===== src/rtl/alarm_pkg.sv =====
// Shared definitions for the three-sensor alarm controller: state encodings,
// event-counter width and debounce run length.
package alarm_pkg;

  typedef enum logic [2:0] {
    ST_DISARMED = 3'd0,
    ST_EXIT     = 3'd1,
    ST_ARMED    = 3'd2,
    ST_ENTRY    = 3'd3,
    ST_ALARM    = 3'd4
  } state_e;

  localparam int ALARM_CNT_W  = 8;
  localparam int DEBOUNCE_RUN = 3;

endpackage


===== src/rtl/alarm_eval.sv =====
// 2-of-3 majority vote over the synchronized sensor levels.
module alarm_eval (
  input  logic a,
  input  logic b,
  input  logic c,
  output logic trig
);

  assign trig = (a & b) | (a & c) | (b & c);

endmodule


===== src/rtl/alarm_ctrl.sv =====
// Alarm sequencer: sensor synchronizer, majority trigger, arm/exit/entry/siren FSM
// and saturating alarm counter. Define ALARM_CTRL_DEBOUNCE_EN to require a 3-cycle trigger run.
//
// state     | meaning
// DISARMED  | idle, sensors ignored, waiting for arm
// EXIT      | exit delay after arming, sensors ignored
// ARMED     | watching for a qualified trigger
// ENTRY     | grace period before the siren
// ALARM     | siren on for SIREN_CYCLES, then re-arm
module alarm_ctrl
  import alarm_pkg::*;
#(
  parameter int EXIT_CYCLES  = 8,
  parameter int ENTRY_CYCLES = 4,
  parameter int SIREN_CYCLES = 16,
  parameter int CNT_W        = 8
) (
  input  logic                   clk,
  input  logic                   rst_n,
  input  logic                   sens_a,
  input  logic                   sens_b,
  input  logic                   sens_c,
  input  logic                   arm,
  input  logic                   disarm,
  output logic                   siren,
  output logic                   armed,
  output logic [2:0]             state_o,
  output logic [ALARM_CNT_W-1:0] alarm_cnt
);

  localparam logic [CNT_W-1:0] EXIT_LOAD  = CNT_W'(EXIT_CYCLES - 1);
  localparam logic [CNT_W-1:0] ENTRY_LOAD = CNT_W'(ENTRY_CYCLES - 1);
  localparam logic [CNT_W-1:0] SIREN_LOAD = CNT_W'(SIREN_CYCLES - 1);

  logic [2:0]             sync1_q, sync2_q;
  logic                   trig, trig_qual;
  state_e                 state_q, state_d;
  logic [CNT_W-1:0]       cnt_q, cnt_d;
  logic [ALARM_CNT_W-1:0] alarm_cnt_q, alarm_cnt_d;
  logic                   siren_q, armed_q;

  always_ff @(posedge clk or negedge rst_n) begin
    if (!rst_n) begin
      sync1_q <= '0;
      sync2_q <= '0;
    end else begin
      sync1_q <= {sens_c, sens_b, sens_a};
      sync2_q <= sync1_q;
    end
  end

  alarm_eval u_eval (
    .a    (sync2_q[0]),
    .b    (sync2_q[1]),
    .c    (sync2_q[2]),
    .trig (trig)
  );

`ifdef ALARM_CTRL_DEBOUNCE_EN
  localparam logic [1:0] RUN_MAX = 2'(DEBOUNCE_RUN - 1);
  logic [1:0] run_q;

  // run_q saturates once the trigger has been high on the two previous cycles
  always_ff @(posedge clk or negedge rst_n) begin
    if (!rst_n)               run_q <= '0;
    else if (!trig)           run_q <= '0;
    else if (run_q != RUN_MAX) run_q <= run_q + 2'd1;
  end

  assign trig_qual = trig && (run_q == RUN_MAX);
`else
  assign trig_qual = trig;
`endif

  always_comb begin
    state_d     = state_q;
    cnt_d       = cnt_q;
    alarm_cnt_d = alarm_cnt_q;
    if (disarm) begin
      state_d = ST_DISARMED;
      cnt_d   = '0;
    end else begin
      case (state_q)
        ST_DISARMED: begin
          if (arm) begin
            state_d = ST_EXIT;
            cnt_d   = EXIT_LOAD;
          end
        end
        ST_EXIT: begin
          if (cnt_q == '0) state_d = ST_ARMED;
          else             cnt_d   = cnt_q - CNT_W'(1);
        end
        ST_ARMED: begin
          if (trig_qual) begin
            state_d = ST_ENTRY;
            cnt_d   = ENTRY_LOAD;
          end
        end
        ST_ENTRY: begin
          if (cnt_q == '0) begin
            state_d = ST_ALARM;
            cnt_d   = SIREN_LOAD;
            if (alarm_cnt_q != '1) alarm_cnt_d = alarm_cnt_q + ALARM_CNT_W'(1);
          end else begin
            cnt_d = cnt_q - CNT_W'(1);
          end
        end
        ST_ALARM: begin
          if (cnt_q == '0) state_d = ST_ARMED;
          else             cnt_d   = cnt_q - CNT_W'(1);
        end
        default: begin
          state_d = ST_DISARMED;
          cnt_d   = '0;
        end
      endcase
    end
  end

  // siren/armed are registered from the next state so they line up with state_o
  always_ff @(posedge clk or negedge rst_n) begin
    if (!rst_n) begin
      state_q     <= ST_DISARMED;
      cnt_q       <= '0;
      alarm_cnt_q <= '0;
      siren_q     <= 1'b0;
      armed_q     <= 1'b0;
    end else begin
      state_q     <= state_d;
      cnt_q       <= cnt_d;
      alarm_cnt_q <= alarm_cnt_d;
      siren_q     <= (state_d == ST_ALARM);
      armed_q     <= (state_d != ST_DISARMED);
    end
  end

  assign siren     = siren_q;
  assign armed     = armed_q;
  assign state_o   = state_q;
  assign alarm_cnt = alarm_cnt_q;

endmodule


===== config.mk =====
export PLATFORM = sky130hd
export DESIGN_NAME = alarm_ctrl
export DESIGN_NICKNAME = d
export VERILOG_FILES = /design/src/rtl/alarm_pkg.sv /design/src/rtl/alarm_eval.sv /design/src/rtl/alarm_ctrl.sv
export SDC_FILE = /design/constraint.sdc
export NUM_CORES = 1
export LEC_CHECK = 0
export CAP_MARGIN = 0
export CORE_ASPECT_RATIO = 0.75
export CORE_UTILIZATION = 30
export CTS_CLUSTER_DIAMETER = 120
export DETAILED_ROUTE_END_ITERATION = 8
export HOLD_SLACK_MARGIN = 0.12
export PLACE_DENSITY = 0.57
export SETUP_SLACK_MARGIN = 0.2
export SLEW_MARGIN = 10
export SYNTH_ARGS = -nofsm -noshare
export SYNTH_HDL_FRONTEND = slang
export SYNTH_SLANG_ARGS = --single-unit

===== constraint.sdc =====
create_clock -name clk -period 2.6 [get_ports clk]
set_clock_uncertainty 0.15 [all_clocks]
set_input_delay 0.52 -clock clk [delete_from_list [all_inputs] [get_ports clk]]
set_output_delay 0.52 -clock clk [all_outputs]
set_load 0.1 [all_outputs]

==> impl_metrics.toml, run 1 <==
[synthesis]
syn_inst = 121
syn-cell-area_sq_um = 1320
ys_seq_area_share_pct = 51.4
synth_cell_types = 42
synth_nets = 130
synth-seq-cells = 27
syn_avg_cell_area_sq_um = 10.9
ys_warn_count = 0
async_flop_share_pct = 100
ys.flop_type = "dfrtp_1"
synth_edf_count = 0

[grt]
grt_pass1_wl_mm = 4.71
grt.overflow.total = 0
grt_start_max_net_pins = 28
grt_pass1_vias = 995
grt_util_all_layers_pct = 13.1
antenna_found_initial = 0

[sta]
hold_ws_ps = 209
drv_slew = 0
period_minus_slack_ps = 2230
fin_crit_sh_pct = 85.7
slew_headroom_pct = 70.3
setup_tns_ps = 0
fmaxAchievable_mhz = 449
rsz0062_at_grt = "no"
worst_pin_slew_ps = 445
finalSetupViolCount = 0
hold_violations = 0

[run_status]
status = "complete, no violations"

[drt]
antenna_left = 0
vias_per_cell = 4.95
drt_first_pass_iters = 4
wl_per_cell_um = 13.3
drt_first_iter_violations = 74
drc_errors = 0
wl_mm = 2.64
dr_total_vias = 985

[worst_setup_path]
cp-start-kind = "flop"
crit_buf_inv = 2
crit_path_cell_trace = "inv_1 -> ha_1 -> nor4b_4 -> nand3_1 -> nor2_2 -> buf_4 -> nand4_1 -> xnor2_1"
path_class = "flop to flop"
cp_data_arrival_time_ps = 2250
crit_path_end_kind = "flop"
max_stage_delay_ps = 430
crit_slowest_cell = "dfrtp_1"
crit_family = "simple AND/OR/NAND/NOR gates"
cp.required_ps = 2620
path_max_fanout = 6

[floorplanning]
io_pins = 20
core_region_area_sq_um = 4130
die_area_sq_um = 4650
row_count = 20
start_util_pct = 31.8
die_x_um = 78.5
die_y_um = 59.3

[clock_tree]
clock_path_buffers = 2
clk_latency_ps = 280
cts_tree = "done"
cts_max_level = 1
cts-root-buf = "clkbuf_8"
cts_sinks = 27
clk_pin_slew_ps = 100
cts_made_buffers = 3
hold_buffers = 0

[placed_design]
gp_congestion = 0.783
port_buffers = 19
hpwl_mm = 1.98

[final_layout]
mostFrequentLayoutCell = "dfrtp_1"
layout_common_cells = "26 x dfrtp_1, 17 x buf_4, 15 x nand2_1"
syn_to_final_growth_pct = 22.8
drive_above_1_share_pct = 21.5
fillers = 400
final_nets = 154
num_antenna_cells = 0

[hold_path]
hp-class = "flop to flop"

[job]
cap_violations = 0

[power]
ir_drop_mv = 0.316
power_leakage_uw = 0.000716
powerDensity_nw_per_um2 = 890
sequential cells by signal (all words and copies together), names as in the netlist:
register,flops
alarm_cnt,8
armed,1
cnt_q,8
siren,1
state_o,3
sync1_q,3
sync2_q,3
layout make-up:
cell class / count / area (sq um) / share of cell area (%)
sequential: 27 / 677 / 41.9
multi-input combinational: 87 / 621 / 38.4
timing repair buffer: 23 / 188 / 11.6
tap: 55 / 68.8 / 4.26
clock buffer: 3 / 41.3 / 2.56
inverter: 3 / 11.3 / 0.697
clock inverter: 1 / 8.76 / 0.542
synthesized netlist by cell type, types with 2 or more instances:
master / number / area share, %
dfrtp_1: 27 / 51
nand2_1: 15 / 4.3
nor2_1: 9 / 2.6
xnor2_1: 7 / 4.7
a22o_1: 4 / 2.7
nor3_1: 4 / 1.5
clkbuf_1: 3 / 0.86
inv_1: 3 / 0.86
nand3_1: 3 / 1.1
nand4_1: 3 / 1.4
nor2b_1: 3 / 1.4
xor2_1: 3 / 2.0
a21oi_1: 2 / 0.76
and3_1: 2 / 0.95
ha_1: 2 / 1.9
nand2b_1: 2 / 0.95
o21bai_1: 2 / 1.1
o2bb2a_1: 2 / 1.5
o31ai_2: 2 / 1.9
path summary, 6_finish.rpt:
kind / from / endpoint / slack (ps) / depth (start not counted)
max in group asynchronous: rst_n / state_o[1]$_DFF_PN0_ / 1560 / 2
min in group asynchronous: rst_n / cnt_q[1]$_DFFE_PN0P_ / 460 / 2
min reg2reg: sync1_q[0]$_DFF_PN0_ / sync2_q[0]$_DFF_PN0_ / 210 / 0
max: cnt_q[0]$_DFFE_PN0P_ / alarm_cnt[4]$_DFFE_PN0P_ / 370 / 8
max reg2reg: cnt_q[0]$_DFFE_PN0P_ / alarm_cnt[4]$_DFFE_PN0P_ / 370 / 8
min: sync1_q[0]$_DFF_PN0_ / sync2_q[0]$_DFF_PN0_ / 210 / 0
per-layer routing:
layer | GRT usage, % | part of all wire (%) | vias to the layer above
li1 | - | - | 484
met1 | 18.8 | 52 | 483
met2 | 20.1 | 43 | 18
met3 | 3.38 | 4.4 | 0
met4 | 2.65 | 0 | 0
met5 | 0 | 0 | -
timing repair:
| item | CTS | global route |
|---|---|---|
| endpoints found under the hold margin | 0 | 0 |
| buffers inserted | 0 | 0 |
| endpoints found under the setup margin | 0 | 10 |
| gates resized for setup | 0 | 1 |
logic make-up (layout without fill, tap and decap cells):
kind of cell / Yosys count / in the layout / synth area share, %
XOR/XNOR: 10 / 10 / 6.66
multiplexers: 1 / 1 / 0.856
AO/OA/AOI/OAI: 24 / 24 / 16.6
adder cells (fa/ha/maj): 3 / 3 / 2.76
flip-flops: 27 / 27 / 51.4
buffers and inverters: 7 / 30 / 2.09
AND/OR/NAND/NOR: 49 / 49 / 19.7
where the power goes:
group / internal (uW) / leakage (uW) / switching, uW
combinational: 227 / 0.000336 / 378
sequential: 481 / 0.000353 / 100
clock: 113 / 0.0000261 / 139
total: 820 / 0.000716 / 617
per-stage QoR:
| stage | std cells | utilization (%) | power, uW | area (sq um) | setup WS [ps] |
|---|---|---|---|---|---|
| after floorplan | 121 | - | 1040 | 1320 | 305 |
| after global placement | 195 | 37.7 | 1170 | 1560 | 277 |
| after detailed placement | 195 | 37.7 | 1170 | 1560 | 276 |
| after CTS | 199 | 38.9 | 1430 | 1610 | 303 |
| after global routing | 199 | 39.1 | 1540 | 1620 | 232 |
| final | 199 | 39.1 | 1440 | 1620 | 371 |
Note: power is estimated with default switching activity, not from simulation.
==> run 2: changes to the inputs <==
--- a/config.mk
+++ b/config.mk
@@ -11,7 +11,7 @@
 export CTS_CLUSTER_DIAMETER = 120
 export DETAILED_ROUTE_END_ITERATION = 8
 export HOLD_SLACK_MARGIN = 0.12
-export PLACE_DENSITY = 0.57
+export PLACE_DENSITY = 0.59
 export SETUP_SLACK_MARGIN = 0.2
 export SLEW_MARGIN = 10
 export SYNTH_ARGS = -nofsm -noshare
==> constraint.sdc (replaced) <==
create_clock -name clk -period 2 [get_ports clk]
set_clock_uncertainty 0.15 [all_clocks]
set_input_delay 0.4 -clock clk [delete_from_list [all_inputs] [get_ports clk]]
set_output_delay 0.4 -clock clk [all_outputs]
set_load 0.1 [all_outputs]
==> run 2 against run 1 <==
The run now ends with negative setup slack left. Cell count is 9.5% higher. Wire length increased by 20%. Count of clock-buffer cells in the layout is the same. Combinational power is 97% higher. Clock power is 22% higher. Sequential cell count is the same. Critical path depth fell by 1. Worst hold slack improved by 1.1 ps. Global-route usage increased by 2.3 points. Sequential share of layout area is 7.3 points lower. Largest power group unchanged. Via count is 13% higher. Highest routed layer is now met4. Utilization rose by 10 points.
==> impl_metrics.toml, run 2 (same netlist as run 1, synthesis figures left out) <==
[drt]
antenna_left = 0
wl_mm = 3.16
drt_first_iter_violations = 53
vias_per_cell = 5.09
dr_total_vias = 1110
drc_errors = 0
drt_first_pass_iters = 4
wl_per_cell_um = 14.5

[worst_setup_path]
crit_slowest_cell = "o32a_1"
worstReg2RegStart = "cnt_q[0]$_DFFE_PN0P_"
startpoint = "cnt_q[0]$_DFFE_PN0P_"
path_max_fanout = 5
crit_buf_inv = 1
crit_family = "simple AND/OR/NAND/NOR gates"
crit_path_cell_trace = "inv_1 -> ha_2 -> nor4b_4 -> and3_4 -> o32a_1 -> or2_4 -> o31ai_2"
max_stage_delay_ps = 390
crit_path_end_kind = "flop"
path_class = "flop to flop"
cp-start-kind = "flop"
cp_data_arrival_time_ps = 2050
cp.required_ps = 2040

[grt]
grt_start_max_net_pins = 28
antenna_found_initial = 0
grt.overflow.total = 0
grt_pass1_wl_mm = 5.38
grt_util_all_layers_pct = 15.4
grt_pass1_vias = 1144

[floorplanning]
start_util_pct = 31.8
die_area_sq_um = 4650
row_count = 20
die_y_um = 59.3
die_x_um = 78.5
io_pins = 20
core_region_area_sq_um = 4130

[sta]
period_minus_slack_ps = 2010
finalSetupViolCount = 2
hold_violations = 0
fmaxAchievable_mhz = 497
fin_crit_sh_pct = 101
setup_slack_ps = -13.5
worst_pin_slew_ps = 360
drv_slew = 0
rsz0062_at_grt = "yes"
slew_headroom_pct = 75.4

[power]
comb_power_share_pct = 52.9
switching_share_pct = 41.0
pwr-share-seq_pct = 33.5
intPower_uw = 1330
clkPwrFrac_pct = 13.6
power_leakage_uw = 0.000856
power.switching_uw = 924
powerDensity_nw_per_um2 = 1100
ir_drop_mv = 0.492

[final_layout]
layout_common_cells = "21 x buf_4, 17 x dfrtp_1, 13 x nand2_1, 13 x buf_12, 9 x nor2_1"
final_nets = 173
post-route-util_pct = 49.4
drive_above_1_share_pct = 43.6
final_cells = 218
mostFrequentLayoutCell = "buf_4"
syn_to_final_growth_pct = 55.0
num_antenna_cells = 0

[clock_tree]
clk_latency_ps = 270
clk_pin_slew_ps = 90
cts_sinks = 27
cts_max_level = 1
cts_tree = "done"
cts_made_buffers = 3
clock_path_buffers = 2
cts-root-buf = "clkbuf_8"

[run_status]
violations = "negative setup slack"
status = "complete, but fails checks"

[hold_path]
hold_start = "sync1_q[2]$_DFF_PN0_"
hp-class = "flop to flop"

[placed_design]
dp_cells = 205
port_buffers = 19
hpwl_mm = 2.30
gp_congestion = 0.817

[job]
cap_violations = 0
run 2: cell types whose count changed in the layout (fill, tap and decap cells not counted), sizes merged:
cell / before / now
buf: 17 / 36
clkinv: 0 / 1
inv: 4 / 3
run 2: worst paths after layout:
kind	endpoint	slack [ps]	depth (start not counted)
worst min register to register	sync2_q[2]$_DFF_PN0_	210	0
worst min-delay path	sync2_q[2]$_DFF_PN0_	210	0
worst max register to register	cnt_q[5]$_DFFE_PN0P_	-10	7
min in group asynchronous	alarm_cnt[1]$_DFFE_PN0P_	350	2
worst max-delay path	cnt_q[5]$_DFFE_PN0P_	-10	7
max in group asynchronous	state_o[2]$_DFF_PN0_	1050	2
run 2: metrics by stage:
| step | setup TNS (ps) | hold WS, ps | total power (uW) | instance area (sq um) | setup slack [ps] |
|---|---|---|---|---|---|
| floorplan | 0 | -45.6 | 1420 | 1390 | 23.7 |
| global placement | -253 | 185 | 1740 | 1850 | -80.4 |
| detailed placement | -608 | 192 | 1780 | 1850 | -145 |
| CTS | -0.774 | 214 | 2140 | 1970 | -0.774 |
| global route | -961 | 225 | 2390 | 2040 | -98.6 |
| finish | -14.9 | 211 | 2250 | 2040 | -13.5 |
run 2: area by class of cell:
type	count	area (sq um)
fillers	373	2090
repair buffers	42	500
inverters	3	11.3
flip-flops and latches	27	706
multi-input cells	87	706
clock inverters	1	5.00
clock buffers	3	41.3
well taps	55	68.8
run 2: power by group through the flow:
stage / sequential, uW / clock [uW] / combinational, uW
floorplan: 901 / 0 / 514
global placement: 752 / 0 / 986
detailed placement: 761 / 0 / 1020
CTS: 750 / 321 / 1070
global route: 771 / 343 / 1280
finish: 754 / 306 / 1190
run 2: what timing repair did:
action,CTS,global route
hold buffers,0,0
setup endpoints to repair,18,19
resized for setup,8,7
pin swaps,8,12
setup buffers,5,4
run 2: layer usage:
| metal | routed length (um) | global-route usage (%) |
|---|---|---|
| met5 | 0 | 0 |
| met4 | 18 | 3.97 |
| met3 | 148 | 4.92 |
| met2 | 1460 | 23.4 |
| met1 | 1530 | 21.3 |
